`src/rtl/tx_dc_cmp_pkg.sv`:
```
// Shared types and constants for the TX DC compensation path.
// Saturation bounds are derived from the sample width.
package tx_dc_cmp_pkg;

    localparam int DW = 16;

    typedef enum logic {
        IDLE = 1'b0,
        RAMP = 1'b1
    } ramp_st_e;

    function automatic longint sat_max(input int w);
        return (longint'(1) <<< (w - 1)) - 1;
    endfunction

    function automatic longint sat_min(input int w);
        return -(longint'(1) <<< (w - 1));
    endfunction

    localparam longint SAT_MAX = sat_max(DW);
    localparam longint SAT_MIN = sat_min(DW);

endpackage

```
`src/rtl/tx_dc_cmp_if.sv`:
```
// IQ stream, DC control and status bundle for tx_dc_cmp.
// master drives samples and control; slave is the compensator.
interface tx_dc_cmp_if #(
    parameter int DATA_WIDTH = 16
);

    logic signed [DATA_WIDTH-1:0] i_in;
    logic signed [DATA_WIDTH-1:0] q_in;
    logic                         iq_in_valid;
    logic                         dc_en;
    logic signed [DATA_WIDTH-1:0] dc_i_target;
    logic signed [DATA_WIDTH-1:0] dc_q_target;
    logic        [DATA_WIDTH-1:0] ramp_step;
    logic signed [DATA_WIDTH-1:0] i_out;
    logic signed [DATA_WIDTH-1:0] q_out;
    logic                         iq_out_valid;
    logic                         ramp_busy;

    modport master (
        output i_in, q_in, iq_in_valid,
        output dc_en, dc_i_target, dc_q_target, ramp_step,
        input  i_out, q_out, iq_out_valid, ramp_busy
    );

    modport slave (
        input  i_in, q_in, iq_in_valid,
        input  dc_en, dc_i_target, dc_q_target, ramp_step,
        output i_out, q_out, iq_out_valid, ramp_busy
    );

endinterface

```
`src/rtl/tx_dc_cmp_dc_ramp_ch.sv`:
```
// One channel's applied DC offset, stepped toward its target
// once per valid sample without overshoot.
module tx_dc_cmp_dc_ramp_ch
    import tx_dc_cmp_pkg::*;
#(
    parameter int DATA_WIDTH = DW
) (
    input  logic                  clk,
    input  logic                  rst,
    input  logic                  i_valid,
    input  logic                  i_en,
    input  logic [DATA_WIDTH-1:0] i_target,
    input  logic [DATA_WIDTH-1:0] i_step,
    output logic [DATA_WIDTH-1:0] o_applied,
    output logic                  o_ramp
);

    logic [DATA_WIDTH-1:0] r_applied;
    logic [DATA_WIDTH-1:0] w_tgt;
    logic [DATA_WIDTH:0]   w_diff;
    logic [DATA_WIDTH:0]   w_mag;
    logic [DATA_WIDTH:0]   w_stepped;
    logic [DATA_WIDTH-1:0] w_next;
    ramp_st_e              w_state;

    assign w_tgt   = i_en ? i_target : '0;
    assign w_state = (w_tgt != r_applied) ? RAMP : IDLE;

    // Difference needs one extra bit: target and applied span the full range
    assign w_diff = {w_tgt[DATA_WIDTH-1], w_tgt}
                  - {r_applied[DATA_WIDTH-1], r_applied};
    assign w_mag  = w_diff[DATA_WIDTH] ? (~w_diff + 1'b1) : w_diff;

    assign w_stepped = w_diff[DATA_WIDTH]
        ? ({r_applied[DATA_WIDTH-1], r_applied} - {1'b0, i_step})
        : ({r_applied[DATA_WIDTH-1], r_applied} + {1'b0, i_step});

    always_comb begin
        w_next = w_stepped[DATA_WIDTH-1:0];
        if ((i_step == '0) || (w_mag <= {1'b0, i_step})) begin
            w_next = w_tgt;
        end
    end

    always_ff @(posedge clk) begin
        if (rst) begin
            r_applied <= '0;
        end else if (i_valid && (w_state == RAMP)) begin
            r_applied <= w_next;
        end
    end

    assign o_applied = r_applied;
    assign o_ramp    = (w_state == RAMP);

endmodule

```
`src/rtl/tx_dc_cmp.sv`:
```
// TX DC compensation: adds a ramped per-channel offset to the IQ
// stream, with a two-stage add/saturate pipeline.
module tx_dc_cmp
    import tx_dc_cmp_pkg::*;
#(
    parameter int DATA_WIDTH = DW
) (
    input  logic    clk,
    input  logic    rst,
    tx_dc_cmp_if.slave s_bus
);

    localparam logic signed [DATA_WIDTH:0] L_MAX =
        (DATA_WIDTH+1)'(sat_max(DATA_WIDTH));
    localparam logic signed [DATA_WIDTH:0] L_MIN =
        (DATA_WIDTH+1)'(sat_min(DATA_WIDTH));

    logic [DATA_WIDTH-1:0] w_i_app;
    logic [DATA_WIDTH-1:0] w_q_app;
    logic                  w_i_ramp;
    logic                  w_q_ramp;

    logic [DATA_WIDTH:0]   r_i_sum;
    logic [DATA_WIDTH:0]   r_q_sum;
    logic                  r_v1;
    logic [DATA_WIDTH-1:0] r_i_out;
    logic [DATA_WIDTH-1:0] r_q_out;
    logic                  r_v2;
    logic                  r_busy;

    function automatic logic [DATA_WIDTH-1:0] f_sat(
        input logic [DATA_WIDTH:0] s
    );
        if ($signed(s) > L_MAX) begin
            f_sat = L_MAX[DATA_WIDTH-1:0];
        end else if ($signed(s) < L_MIN) begin
            f_sat = L_MIN[DATA_WIDTH-1:0];
        end else begin
            f_sat = s[DATA_WIDTH-1:0];
        end
    endfunction

    tx_dc_cmp_dc_ramp_ch #(.DATA_WIDTH(DATA_WIDTH)) u_ramp_i (
        .clk       (clk),
        .rst       (rst),
        .i_valid   (s_bus.iq_in_valid),
        .i_en      (s_bus.dc_en),
        .i_target  (s_bus.dc_i_target),
        .i_step    (s_bus.ramp_step),
        .o_applied (w_i_app),
        .o_ramp    (w_i_ramp)
    );

    tx_dc_cmp_dc_ramp_ch #(.DATA_WIDTH(DATA_WIDTH)) u_ramp_q (
        .clk       (clk),
        .rst       (rst),
        .i_valid   (s_bus.iq_in_valid),
        .i_en      (s_bus.dc_en),
        .i_target  (s_bus.dc_q_target),
        .i_step    (s_bus.ramp_step),
        .o_applied (w_q_app),
        .o_ramp    (w_q_ramp)
    );

    // Stage 1 uses the offset before this sample's ramp update
    always_ff @(posedge clk) begin
        if (rst) begin
            r_i_sum <= '0;
            r_q_sum <= '0;
            r_v1    <= 1'b0;
            r_i_out <= '0;
            r_q_out <= '0;
            r_v2    <= 1'b0;
            r_busy  <= 1'b0;
        end else begin
            r_v1   <= s_bus.iq_in_valid;
            r_v2   <= r_v1;
            r_busy <= w_i_ramp | w_q_ramp;
            if (s_bus.iq_in_valid) begin
                r_i_sum <= {s_bus.i_in[DATA_WIDTH-1], s_bus.i_in}
                         + {w_i_app[DATA_WIDTH-1], w_i_app};
                r_q_sum <= {s_bus.q_in[DATA_WIDTH-1], s_bus.q_in}
                         + {w_q_app[DATA_WIDTH-1], w_q_app};
            end
            if (r_v1) begin
                r_i_out <= f_sat(r_i_sum);
                r_q_out <= f_sat(r_q_sum);
            end
        end
    end

    assign s_bus.i_out        = r_i_out;
    assign s_bus.q_out        = r_q_out;
    assign s_bus.iq_out_valid = r_v2;
    assign s_bus.ramp_busy    = r_busy;

endmodule
```
`src/flat_wrapper.sv`:
```
// flat-port wrapper written by rule: the top's interface ports become plain ports
module tx_dc_cmp_flat import tx_dc_cmp_pkg::*;
#(
    parameter int DATA_WIDTH = DW
)
  (clk, rst, s_bus_i_in, s_bus_q_in, s_bus_iq_in_valid, s_bus_dc_en, s_bus_dc_i_target, s_bus_dc_q_target, s_bus_ramp_step, s_bus_i_out, s_bus_q_out, s_bus_iq_out_valid, s_bus_ramp_busy);
  tx_dc_cmp_if #(.DATA_WIDTH(DATA_WIDTH)) s_bus_i ();
  input  logic clk;
  input  logic rst;
  input wire logic [$bits(s_bus_i.i_in)-1:0] s_bus_i_in;
  input wire logic [$bits(s_bus_i.q_in)-1:0] s_bus_q_in;
  input wire logic [$bits(s_bus_i.iq_in_valid)-1:0] s_bus_iq_in_valid;
  input wire logic [$bits(s_bus_i.dc_en)-1:0] s_bus_dc_en;
  input wire logic [$bits(s_bus_i.dc_i_target)-1:0] s_bus_dc_i_target;
  input wire logic [$bits(s_bus_i.dc_q_target)-1:0] s_bus_dc_q_target;
  input wire logic [$bits(s_bus_i.ramp_step)-1:0] s_bus_ramp_step;
  output wire logic [$bits(s_bus_i.i_out)-1:0] s_bus_i_out;
  output wire logic [$bits(s_bus_i.q_out)-1:0] s_bus_q_out;
  output wire logic [$bits(s_bus_i.iq_out_valid)-1:0] s_bus_iq_out_valid;
  output wire logic [$bits(s_bus_i.ramp_busy)-1:0] s_bus_ramp_busy;
  assign s_bus_i.i_in = s_bus_i_in;
  assign s_bus_i.q_in = s_bus_q_in;
  assign s_bus_i.iq_in_valid = s_bus_iq_in_valid;
  assign s_bus_i.dc_en = s_bus_dc_en;
  assign s_bus_i.dc_i_target = s_bus_dc_i_target;
  assign s_bus_i.dc_q_target = s_bus_dc_q_target;
  assign s_bus_i.ramp_step = s_bus_ramp_step;
  assign s_bus_i_out = s_bus_i.i_out;
  assign s_bus_q_out = s_bus_i.q_out;
  assign s_bus_iq_out_valid = s_bus_i.iq_out_valid;
  assign s_bus_ramp_busy = s_bus_i.ramp_busy;
  tx_dc_cmp #(.DATA_WIDTH(DATA_WIDTH)) u_core (.clk(clk), .rst(rst), .s_bus(s_bus_i));
endmodule
```
`config.mk`:
```
export PLATFORM = sky130hd
export DESIGN_NAME = tx_dc_cmp_flat
export DESIGN_NICKNAME = d
export VERILOG_FILES = /design/src/rtl/tx_dc_cmp_pkg.sv /design/src/rtl/tx_dc_cmp_if.sv /design/src/rtl/tx_dc_cmp_dc_ramp_ch.sv /design/src/rtl/tx_dc_cmp.sv /design/src/flat_wrapper.sv
export SDC_FILE = /design/constraint.sdc
export NUM_CORES = 1
export LEC_CHECK = 0
export CORE_MARGIN = 4
export CORE_UTILIZATION = 60
export CTS_BUF_LIST = sky130_fd_sc_hd__clkbuf_4 sky130_fd_sc_hd__clkbuf_8
export DETAILED_ROUTE_END_ITERATION = 8
export PLACE_DENSITY = 0.85
export SLEW_MARGIN = 5
export SYNTH_ARGS = -nofsm -noshare
export SYNTH_HDL_FRONTEND = slang
export SYNTH_SLANG_ARGS = --single-unit
```
`constraint.sdc`:
```
create_clock -name clk -period 7.45 [get_ports clk]
set_clock_uncertainty 0.05 [all_clocks]
set_input_delay 1.1175 -clock clk [delete_from_list [all_inputs] [get_ports clk]]
set_output_delay 1.1175 -clock clk [all_outputs]
set_load 0.1 [all_outputs]
```
==> impl_metrics.tcl <==
set metrics [dict create \
    status "finished clean" \
    grt_setup_unrepaired "no" \
    htreeDepth 3 \
    p_leak_nw 5.169 \
    power.switching_mw 2.625 \
    numCtsBuffers 9 \
    synth_top_area_share 0.1924 \
    r2r_end "u_core.u_ramp_i.o_applied[14]" \
    diodes 0 \
    yosys.area.top_type "dfxtp_1" \
    synth-seq-area-share 0.1924 \
    timing.final.max_slew_violations 0 \
    cts_tree "built" \
    gp_congestion 1.050 \
    cpMostUsedCell "a21oi_1" \
    syn-num-nets 1582 \
    num_io_pins 118 \
    final_nets 1674 \
    critPathMaxStageDelay_ns 0.84 \
    die-area_um2 19700 \
    reg2reg_from "u_core.u_ramp_i.o_applied[9]" \
    min_period_over_period 0.9220 \
    worst-setup-path-type "input port to register" \
    initial_utilization 0.6098 \
    vdd_drop_max_uv 424.6 \
    rr_worst_depth 21 \
    worst_pin_slew_ns 1.203 \
    port_buffers 117 \
    layout_min_cycle_time_ns 6.869 \
    via_count 10211 \
    antenna_found_initial 0 \
    synth-main-ff-cell "dfxtp_1" \
    postSynthAreaPerCell_um2 7.712 \
    routed_via_density 6.060 \
    p_sw_frac 0.5049 \
    startpoint "s_bus_dc_en" \
    clock_latency_ns 0.38 \
    r2r_slack_ns 1.95 \
    worstPathRequired_ns 7.70 \
    cp_top_family "compound AO/OA/AOI/OAI gates" \
    cp.depth 22 \
    power_frac_comb 0.776 \
    core-area_um2 17240 \
    drtAntennaViolNets 0 \
    seqPwrFrac 0.157 \
    die_y_um 140.4 \
    core.rowCount 48 \
    fillers 1468 \
    regArea_um2 2022 \
    timing_hold_violations_final 0 \
    ctsHoldBuffers 0 \
    worstSetupEndpointType "register" \
    async_flop_share 0 \
    finalPower_mw 5.200 \
    slew-limit-headroom 0.1972 \
    synth-edff-count 0 \
    drive_gt1_frac 0.04589 \
    final.setup.tns_ns 0 \
    drt_wl_total_um 29450 \
    ys_ff_latch 101 \
    yosys-top-cells-area "dfxtp_1, ha_1, xnor2_1" \
    synth.distinct_cells 78 \
    cts_setup_buffers 0 \
    post_cts_resized 0 \
    hp-class "register to register" \
    syn_area_um2 10510 \
    cp_max_fo 24 \
    first_pass_iters 5 \
    drc 0 \
    clock_power_share 0.067 \
    cts_buffer_depth 2 \
    min_path_cells 2 \
    clock_sinks 101 \
    first_iter_violations 683 \
    synthCells 1363 \
    clock-root-buffer "clkbuf_8" \
    crit_end "u_core.u_ramp_i.o_applied[14]" \
    maxCapViolCount 0 \
    fp.dieW_um 140.4 \
    multi_input_area_um2 7974 \
    path_cells "clkdlybuf4s50_1 > and2_1 > ha_1 > a21o_1 > a21oi_1 > o21ai_0 > nand3_1 > a32oi_1 > or2_2 > nor2_1 > a21oi_1 > fa_1 > a21o_1 > a21oi_1 > nor2b_1 > o41a_1 > a41o_1 > o41ai_1 > o21ai_0 > xor2_1 > mux2i_1 > a211oi_1" \
    fmax_mhz 145.6 \
    wl_per_cell_um 17.48 \
    grt_max_degree 58 \
    grt_first_pass_wirelength_um 47480 \
    track_usage 0.2901 \
    syn_to_final_growth_pct 14.69 \
    crit_path_start_kind "input port" \
    setup_viol 0 \
    grt_overflow 0 \
    crit_arrival_ns 7.12 \
    clk_pin_slew_ns 0.11 \
    grt_pass1_vias 9650 \
    yosys_warnings 0 \
    internal_power_mw 2.575 \
    timing.hold.ws_ns 0.4330 \
    cp_num_buf_inv 1 \
    cp_slowest_cell "clkdlybuf4s50_1" \
    hpwl_um 24220 \
    power_density_nw_per_um2 431.4 \
    holdCritStartpoint "u_core.s_bus.q_out[7]" \
]
==> tightest hold or removal path, stage by stage, from the launching register on <==
cell and delay, ns:
dfxtp_1 0.33, nor2_1 0.08, nor3_1 0.04
==> kinds of logic (layout without fill, tap and decap cells) <==
family,count (synthesis),count (layout),share of synthesized area
and+or+nand+nor,481,481,0.2219
AOI/OAI and AO/OA,342,342,0.2230
adders and majority gates,135,135,0.1650
buffers and inverters,135,232,0.04964
xor gates and xnor gates,124,124,0.1047
DFF,101,101,0.1924
muxes,45,45,0.04345
==> how the worst min path moves through the flow <==
stage                        endpoint
4_1_cts        u_core.s_bus.q_out[14]
5_1_grt         u_core.s_bus.q_out[9]
2_1_floorplan       u_core.r_i_sum[7]
3_5_place_dp    u_core.s_bus.q_out[7]
6_report        u_core.s_bus.q_out[7]
3_3_place_gp        u_core.r_i_sum[7]
==> layout by cell type, fill, tap and decap left out, types with 6 or more instances in the layout <==
| master | count |
|---|---|
| nor2b_1 | 17 |
| o21a_1 | 19 |
| clkbuf_8 | 10 |
| a211oi_1 | 37 |
| fa_1 | 6 |
| buf_4 | 11 |
| xor2_1 | 30 |
| or2_2 | 10 |
| nand4_1 | 15 |
| nand2_1 | 84 |
| a31oi_1 | 8 |
| dfxtp_1 | 101 |
| nor2_1 | 175 |
| nor4_1 | 6 |
| a21oi_1 | 90 |
| xnor2_1 | 92 |
| a31o_2 | 7 |
| o31ai_1 | 7 |
| a311oi_1 | 17 |
| inv_1 | 89 |
| o21ai_0 | 56 |
| a21o_1 | 23 |
| nor3_1 | 50 |
| and3_1 | 9 |
| mux2i_1 | 40 |
| clkdlybuf4s50_1 | 116 |
| nand3_1 | 33 |
| and2_1 | 34 |
| nand2b_1 | 17 |
| or3_1 | 9 |
| o31a_1 | 7 |
| ha_1 | 129 |
| o21bai_1 | 7 |
==> Yosys cell counts, types with 10 or more instances <==
cell type and instances:
inv_1 89, xnor2_1 92, a211oi_1 37, nand2_1 84
o21ai_0 56, or2_2 10, nand2b_1 17, nand3_1 33
a21o_1 23, o21a_1 19, clkbuf_1 35, and2_1 34
nand4_1 15, a21oi_1 91, dfxtp_1 101, nor2_1 176
nor2b_1 17, nor3_1 50, xor2_1 30, mux2i_1 40
ha_1 129, a311oi_1 17
==> power groups by stage <==
stage | logic, mW | clock network (mW) | registers (mW)
after floorplan | 3.08 | 0 | 0.869
after global placement | 3.88 | 0 | 0.815
after detailed placement | 3.96 | 0 | 0.820
after CTS | 3.99 | 0.354 | 0.807
after global routing | 4.44 | 0.377 | 0.829
final | 4.04 | 0.350 | 0.814
==> routing by layer <==
layer / share of wire / vias up / wire [um] / track usage
li1: - / 5081 / - / -
met1: 0.45 / 4664 / 13240 / 0.3985
met2: 0.44 / 389 / 12950 / 0.4607
met3: 0.080 / 77 / 2361 / 0.04780
met4: 0.030 / 0 / 892 / 0.1015
met5: 0 / - / 0 / 0
==> final cells by class <==
| cell class | count | share of cell area |
|---|---|---|
| multi-input combinational | 1127 | 0.6614 |
| sequential | 101 | 0.1677 |
| timing repair buffer | 127 | 0.1032 |
| inverter | 89 | 0.02771 |
| tap | 225 | 0.02335 |
| clock buffer | 10 | 0.01142 |
| clock inverter | 6 | 0.005189 |
==> per-stage QoR <==
stage	worst slack (ns)	area, um2	std cells	util
finish	0.5814	12060	1685	0.6994
global route	0.1588	12060	1685	0.6994
CTS	0.6633	12060	1685	0.6994
detailed placement	0.3122	11860	1669	0.6878
global placement	0.4686	11860	1669	0.6878
floorplan	1.440	10510	1363	-
==> flip-flops by register name (all words and copies together), names as in the netlist <==
signal / flops
u_core.s_bus.q_out: 16
u_core.s_bus.ramp_busy: 1
u_core.s_bus.iq_out_valid: 1
u_core.r_i_sum: 17
u_core.r_q_sum: 17
u_core.u_ramp_q.o_applied: 16
u_core.s_bus.i_out: 16
u_core.r_v1: 1
u_core.u_ramp_i.o_applied: 16
(Power assumes the default switching activity.)
